--- src/rtl/config_frame_writer_if.sv ---
// Word-port and frame-bus bundle for config_frame_writer.
// master = bitstream source / observer, slave = the writer itself.
interface config_frame_writer_if #(
    parameter int unsigned NUM_ROWS       = 4,
    parameter int unsigned NUM_COLUMNS    = 8,
    parameter int unsigned FRAMES_PER_COL = 20
);
    logic [31:0]                             WriteData;
    logic                                    WriteStrobe;
    logic [32*NUM_ROWS-1:0]                  FrameData;
    logic [NUM_COLUMNS*FRAMES_PER_COL-1:0]   FrameStrobe;
    logic                                    ConfigActive;
    logic                                    ConfigError;

    modport master (
        output WriteData, WriteStrobe,
        input  FrameData, FrameStrobe, ConfigActive, ConfigError
    );

    modport slave (
        input  WriteData, WriteStrobe,
        output FrameData, FrameStrobe, ConfigActive, ConfigError
    );
endinterface

--- src/rtl/config_frame_writer.sv ---
// Turns a 32-bit configuration word stream into frame writes (FrameData + one-hot FrameStrobe).
// Optional feature: define CONFIG_WRITER_CHECK_EN to require an XOR check word per frame.
module config_frame_writer #(
    parameter int unsigned NUM_ROWS       = 4,
    parameter int unsigned NUM_COLUMNS    = 8,
    parameter int unsigned FRAMES_PER_COL = 20
) (
    input logic                 CLK,
    input logic                 RESET,
    config_frame_writer_if.slave bus
);
    localparam int unsigned StrobeW = NUM_COLUMNS * FRAMES_PER_COL;
    localparam int unsigned IdxW    = (StrobeW > 1) ? $clog2(StrobeW) : 1;
    localparam int unsigned CntW    = $clog2(NUM_ROWS + 1);

    localparam logic [31:0] SyncWord   = 32'hFAB0_FAB1;
    localparam logic [31:0] DesyncWord = 32'hFAB0_FAB0;

    localparam logic [2:0] StIdle   = 3'd0;
    localparam logic [2:0] StHeader = 3'd1;
    localparam logic [2:0] StData   = 3'd2;
    localparam logic [2:0] StSkip   = 3'd3;
`ifdef CONFIG_WRITER_CHECK_EN
    localparam logic [2:0] StCheck  = 3'd4;
    // A skipped frame still carries its check word.
    localparam logic [CntW-1:0] SkipLast = CntW'(NUM_ROWS);
`else
    localparam logic [CntW-1:0] SkipLast = CntW'(NUM_ROWS - 1);
`endif
    localparam logic [CntW-1:0] DataLast = CntW'(NUM_ROWS - 1);

    logic [2:0]               state_q, state_d;
    logic [CntW-1:0]          cnt_q, cnt_d;
    logic [IdxW-1:0]          idx_q, idx_d;
    logic [32*NUM_ROWS-1:0]   data_q, data_d;
    logic [StrobeW-1:0]       strobe_q, strobe_d;
    logic                     err_q, err_d;
`ifdef CONFIG_WRITER_CHECK_EN
    logic [31:0]              chk_q, chk_d;
`endif

    logic [7:0] hdr_col;
    logic [7:0] hdr_frame;
    logic       hdr_ok;

    assign hdr_col   = bus.WriteData[15:8];
    assign hdr_frame = bus.WriteData[7:0];
    assign hdr_ok    = (32'(hdr_col) < NUM_COLUMNS) && (32'(hdr_frame) < FRAMES_PER_COL);

    always_comb begin
        state_d  = state_q;
        cnt_d    = cnt_q;
        idx_d    = idx_q;
        data_d   = data_q;
        strobe_d = '0;
        err_d    = err_q;
`ifdef CONFIG_WRITER_CHECK_EN
        chk_d    = chk_q;
`endif
        if (bus.WriteStrobe) begin
            case (state_q)
                StIdle: begin
                    if (bus.WriteData == SyncWord) begin
                        state_d = StHeader;
                        err_d   = 1'b0;
                    end
                end
                StHeader: begin
                    if (bus.WriteData == DesyncWord) begin
                        state_d = StIdle;
                    end else if (bus.WriteData != SyncWord) begin
                        cnt_d = '0;
                        if (hdr_ok) begin
                            idx_d   = IdxW'(hdr_col) * IdxW'(FRAMES_PER_COL) + IdxW'(hdr_frame);
                            state_d = StData;
`ifdef CONFIG_WRITER_CHECK_EN
                            chk_d   = bus.WriteData;
`endif
                        end else begin
                            err_d   = 1'b1;
                            state_d = StSkip;
                        end
                    end
                end
                StData: begin
                    for (int k = 0; k < int'(NUM_ROWS); k++) begin
                        if (cnt_q == CntW'(k)) data_d[32*k +: 32] = bus.WriteData;
                    end
`ifdef CONFIG_WRITER_CHECK_EN
                    chk_d = chk_q ^ bus.WriteData;
`endif
                    if (cnt_q == DataLast) begin
`ifdef CONFIG_WRITER_CHECK_EN
                        state_d = StCheck;
`else
                        strobe_d = StrobeW'(1) << idx_q;
                        state_d  = StHeader;
`endif
                    end else begin
                        cnt_d = cnt_q + 1'b1;
                    end
                end
`ifdef CONFIG_WRITER_CHECK_EN
                StCheck: begin
                    if (bus.WriteData == chk_q) strobe_d = StrobeW'(1) << idx_q;
                    else                        err_d    = 1'b1;
                    state_d = StHeader;
                end
`endif
                StSkip: begin
                    if (cnt_q == SkipLast) state_d = StHeader;
                    else                   cnt_d   = cnt_q + 1'b1;
                end
                default: state_d = StIdle;
            endcase
        end
    end

    always_ff @(posedge CLK or posedge RESET) begin
        if (RESET) begin
            state_q  <= StIdle;
            cnt_q    <= '0;
            idx_q    <= '0;
            data_q   <= '0;
            strobe_q <= '0;
            err_q    <= 1'b0;
`ifdef CONFIG_WRITER_CHECK_EN
            chk_q    <= '0;
`endif
        end else begin
            state_q  <= state_d;
            cnt_q    <= cnt_d;
            idx_q    <= idx_d;
            data_q   <= data_d;
            strobe_q <= strobe_d;
            err_q    <= err_d;
`ifdef CONFIG_WRITER_CHECK_EN
            chk_q    <= chk_d;
`endif
        end
    end

    assign bus.FrameData    = data_q;
    assign bus.FrameStrobe  = strobe_q;
    assign bus.ConfigActive = (state_q != StIdle);
    assign bus.ConfigError  = err_q;
endmodule
--- src/flat_wrapper.sv ---
// flat-port wrapper written by rule: the top's interface ports become plain ports
module config_frame_writer_flat 
#(
    parameter int unsigned NUM_ROWS       = 4,
    parameter int unsigned NUM_COLUMNS    = 8,
    parameter int unsigned FRAMES_PER_COL = 20
)
  (CLK, RESET, bus_WriteData, bus_WriteStrobe, bus_FrameData, bus_FrameStrobe, bus_ConfigActive, bus_ConfigError);
  config_frame_writer_if #(.NUM_ROWS(NUM_ROWS), .NUM_COLUMNS(NUM_COLUMNS), .FRAMES_PER_COL(FRAMES_PER_COL)) bus_i ();
  input logic CLK;
  input logic RESET;
  input wire logic [$bits(bus_i.WriteData)-1:0] bus_WriteData;
  input wire logic [$bits(bus_i.WriteStrobe)-1:0] bus_WriteStrobe;
  output wire logic [$bits(bus_i.FrameData)-1:0] bus_FrameData;
  output wire logic [$bits(bus_i.FrameStrobe)-1:0] bus_FrameStrobe;
  output wire logic [$bits(bus_i.ConfigActive)-1:0] bus_ConfigActive;
  output wire logic [$bits(bus_i.ConfigError)-1:0] bus_ConfigError;
  assign bus_i.WriteData = bus_WriteData;
  assign bus_i.WriteStrobe = bus_WriteStrobe;
  assign bus_FrameData = bus_i.FrameData;
  assign bus_FrameStrobe = bus_i.FrameStrobe;
  assign bus_ConfigActive = bus_i.ConfigActive;
  assign bus_ConfigError = bus_i.ConfigError;
  config_frame_writer #(.NUM_ROWS(NUM_ROWS), .NUM_COLUMNS(NUM_COLUMNS), .FRAMES_PER_COL(FRAMES_PER_COL)) u_core (.CLK(CLK), .RESET(RESET), .bus(bus_i));
endmodule
--- config.mk ---
export PLATFORM = sky130hd
export DESIGN_NAME = config_frame_writer_flat
export DESIGN_NICKNAME = d
export VERILOG_FILES = /design/src/rtl/config_frame_writer_if.sv /design/src/rtl/config_frame_writer.sv /design/src/flat_wrapper.sv
export SDC_FILE = /design/constraint.sdc
export NUM_CORES = 1
export LEC_CHECK = 0
export CAP_MARGIN = 20
export CELL_PAD_IN_SITES_DETAIL_PLACEMENT = 0
export CELL_PAD_IN_SITES_GLOBAL_PLACEMENT = 1
export CORE_AREA = 10 10 191 193
export DETAILED_ROUTE_END_ITERATION = 8
export DIE_AREA = 0 0 201 203
export PLACE_DENSITY = 0.85
export SLEW_MARGIN = 20
export SYNTH_ARGS = -nofsm -noshare
export SYNTH_HDL_FRONTEND = slang
export SYNTH_SLANG_ARGS = --single-unit
--- constraint.sdc ---
create_clock -name CLK -period 9.4 [get_ports CLK]
set_input_delay 1.88 -clock CLK [delete_from_list [all_inputs] [get_ports CLK]]
set_output_delay 1.88 -clock CLK [all_outputs]
set_load 0.02 [all_outputs]
==> flow_summary.ini <==
[worst_setup_path]
arrival_ns = 4.31
crit_path_start = bus_WriteStrobe
r2r_end = u_core.bus.FrameStrobe[53]
rr_worst_depth = 6
reg2reg_slack_ns = 6.92
cp-start-kind = primary input
rr_startpoint = u_core.cnt_q[0]
crit_fanout = 34
worstPathRequired_ns = 9.84
path_class = in2reg
cp-end-kind = register

[die]
ios = 325
start_util_pct = 33.8
die-area_um2 = 40800
core_area_um2 = 32500
die_y_um = 203
dieWidth_um = 201
row_count = 66

[synth]
synth_top_area_cell = dfrtp_1
synth_cell_types = 49
yosys_warnings = 0
synth_area_leaders = dfrtp_1 (69%), mux2_2 (12%), nor2_1 (6.1%)
yosysTopAreaCellShare_pct = 69.0
yosysSeqAreaShare_pct = 69.0
synth_edf_count = 0
syn_inst = 828
avgSynthCellArea_um2 = 13.2
synthFlopType = dfrtp_1
synth-seq-cells = 302
syn_nets = 879
synthesis.area_um2 = 11000
synthArstFlopShare_pct = 100

[clock_network]
cts_tree = built
clock-sinks = 302
cts_hold_buffers = 0
clock_latency_ns = 0.55
cts_buffer_depth = 3
cts_resized = 0
cts_buffers = 31
cts.clk_slew.worst_paths_ns = 0.06
root_buffer = clkbuf_16
postCtsSetupBuffers = 0
htreeDepth = 1

[cells_and_area]
num-nets-final = 1207
insertedDiodeCount = 0
area_growth_pct = 43.3
drive_above_1_share_pct = 16.6
finish.utilization_pct = 48.4

[power_and_ir_drop]
seqPwrFrac_pct = 39.8
power_density_nw_per_um2 = 281
internal_power_w = 0.00301
combPwrFrac_pct = 32.8
p_leak_nw = 6.86
p_switching_w = 0.00140
swShare_pct = 31.7
irDropWorstVdd_mv = 0.221
clock_power_share_pct = 27.3

[drt]
first_pass_iters = 4
wl_met3_mm = 3.35
post_drt_wl_per_cell_um = 20.0
route.met2.wl_mm = 15.1
drc = 0
drt-total-wl_mm = 32.4
drt_first_iter_violations = 316
vias = 7394
met1Wirelength_mm = 13.3
ant_nets = 0
vias_per_cell = 4.57
top_layer_used = met5

[timing]
fin_ws_ns = 5.53
setup_viol = 0
setup_tns_ns = 0
fmax_mhz = 258
fin_crit_sh_pct = 41.2
tightest_slew_ns = 1.01
clock_skew_ns = 0.0155
rsz0062_at_grt = no
hold_viol_final = 0
relSlewSlack_pct = 32.6
slew_viol_final = 0
fin_crit_ns = 3.87

[worst_hold_path]
hold_start = u_core.bus.FrameData[41]
whs_path_depth = 2
holdCritPathClass = reg2reg
hold_end = u_core.bus.FrameData[41]

[grt]
grt_max_degree = 163
grt_pass1_vias = 7904
track_usage_pct = 15.3
antenna_found_initial = 2
grt_first_pass_wirelength_mm = 49.4
overflow = 0

[status]
outcome = complete, no violations

[place]
gp_congestion = 0.779
hpwl_mm = 23.0
port_buffers = 324
post-place-ws_ns = 4.95

[run]
drv_cap = 0
[power by group through the flow]
| stage | registers (W) | logic [W] | clock network, W |
|---|---|---|---|
| after CTS | 0.00176 | 0.00147 | 0.00124 |
| after global routing | 0.00179 | 0.00154 | 0.00128 |
| after global placement | 0.00176 | 0.00145 | 0 |
| after floorplan | 0.00206 | 0.000427 | 0 |
| after detailed placement | 0.00178 | 0.00146 | 0 |
| final | 0.00176 | 0.00145 | 0.00121 |
[layout make-up]
class,count,area (µm²)
Clock buffer,47,916
Sequential cell,302,7560
Fill cell,2858,16800
Inverter,15,60.1
Timing Repair Buffer,332,3320
Tap cell,442,553
Clock inverter,6,85.1
Multi-Input combinational cell,474,3210
[cell families after synthesis]
| kind of cell | Yosys count | share of synthesized area, % |
|---|---|---|
| muxes | 123 | 12.7 |
| xor gates and xnor gates | 8 | 0.639 |
| and+or+nand+nor | 292 | 11.5 |
| DFF | 302 | 69.0 |
| adders and majority gates | 16 | 1.96 |
| AOI/OAI and AO/OA | 35 | 2.31 |
| buffers and inverters | 52 | 1.86 |
[state kept, by name, indices dropped and copies added (netlist names)]
| signal | flops |
|---|---|
| u_core.bus.FrameStrobe | 160 |
| u_core.bus.FrameData | 128 |
| u_core.idx_q | 8 |
| u_core.cnt_q | 3 |
| u_core.state_q | 2 |
| u_core.bus.ConfigError | 1 |
[metal layers]
metal,track usage (%),up-vias
li1,-,3383
met1,18.4,3682
met2,25.0,287
met3,6.72,38
met4,3.62,4
met5,0,-
[cell usage in the layout (no fill, tap or decap), types with 6 or more instances in the layout]
cell and instances:
inv_1 14, mux2_2 120, dfrtp_1 302, nor2_1 178, ha_1 14, clkbuf_1 8
o21ai_0 10, clkdlybuf4s50_1 324, clkbuf_8 8, clkbuf_16 31, nand3_1 9, nor3_1 7
nand2_1 58, buf_4 6
[critical path, cell delays in order]
cell and delay, ns:
clkdlybuf4s50_1 0.77, nor4b_2 0.45, nand2_2 0.67, mux2_2 0.52
[worst max path at each step]
stage                                            end  cells past startpoint  slack (ns)
after floorplan               u_core.bus.ConfigError                      1        3.50
after global placement    u_core.bus.FrameStrobe[72]                      5        4.97
after detailed placement    u_core.bus.FrameData[15]                      4        4.95
after CTS                   u_core.bus.FrameData[15]                      4        5.51
after global routing         u_core.bus.FrameData[6]                      4        5.40
final                        u_core.bus.FrameData[6]                      4        5.53
[per-stage QoR]
| stage | instance area [µm²] | total power [W] | hold slack, ns | instances |
|---|---|---|---|---|
| after global routing | 15700 | 0.00462 | 0.514 | 1618 |
| after CTS | 15700 | 0.00447 | 0.487 | 1618 |
| after detailed placement | 14700 | 0.00324 | 0.474 | 1565 |
| final | 15700 | 0.00441 | 0.485 | 1618 |
| after global placement | 14700 | 0.00321 | 0.462 | 1565 |
| after floorplan | 11000 | 0.00249 | 0.503 | 828 |
[cell usage after synthesis, types with 3 or more instances]
library cell,instances
a21oi_1,3
a31oi_1,3
buf_1,3
clkbuf_1,32
dfrtp_1,302
ha_1,14
inv_1,15
mux2_2,120
mux2_4,3
nand2_1,62
nand2b_1,4
nand3_1,9
nand3b_1,3
nand4b_1,3
nor2_1,178
nor2b_1,5
nor3_1,7
nor4_1,3
o21ai_0,10
o21ai_2,5
o21bai_1,3
xnor2_1,5
xor2_1,3
(Power assumes the default switching activity.)
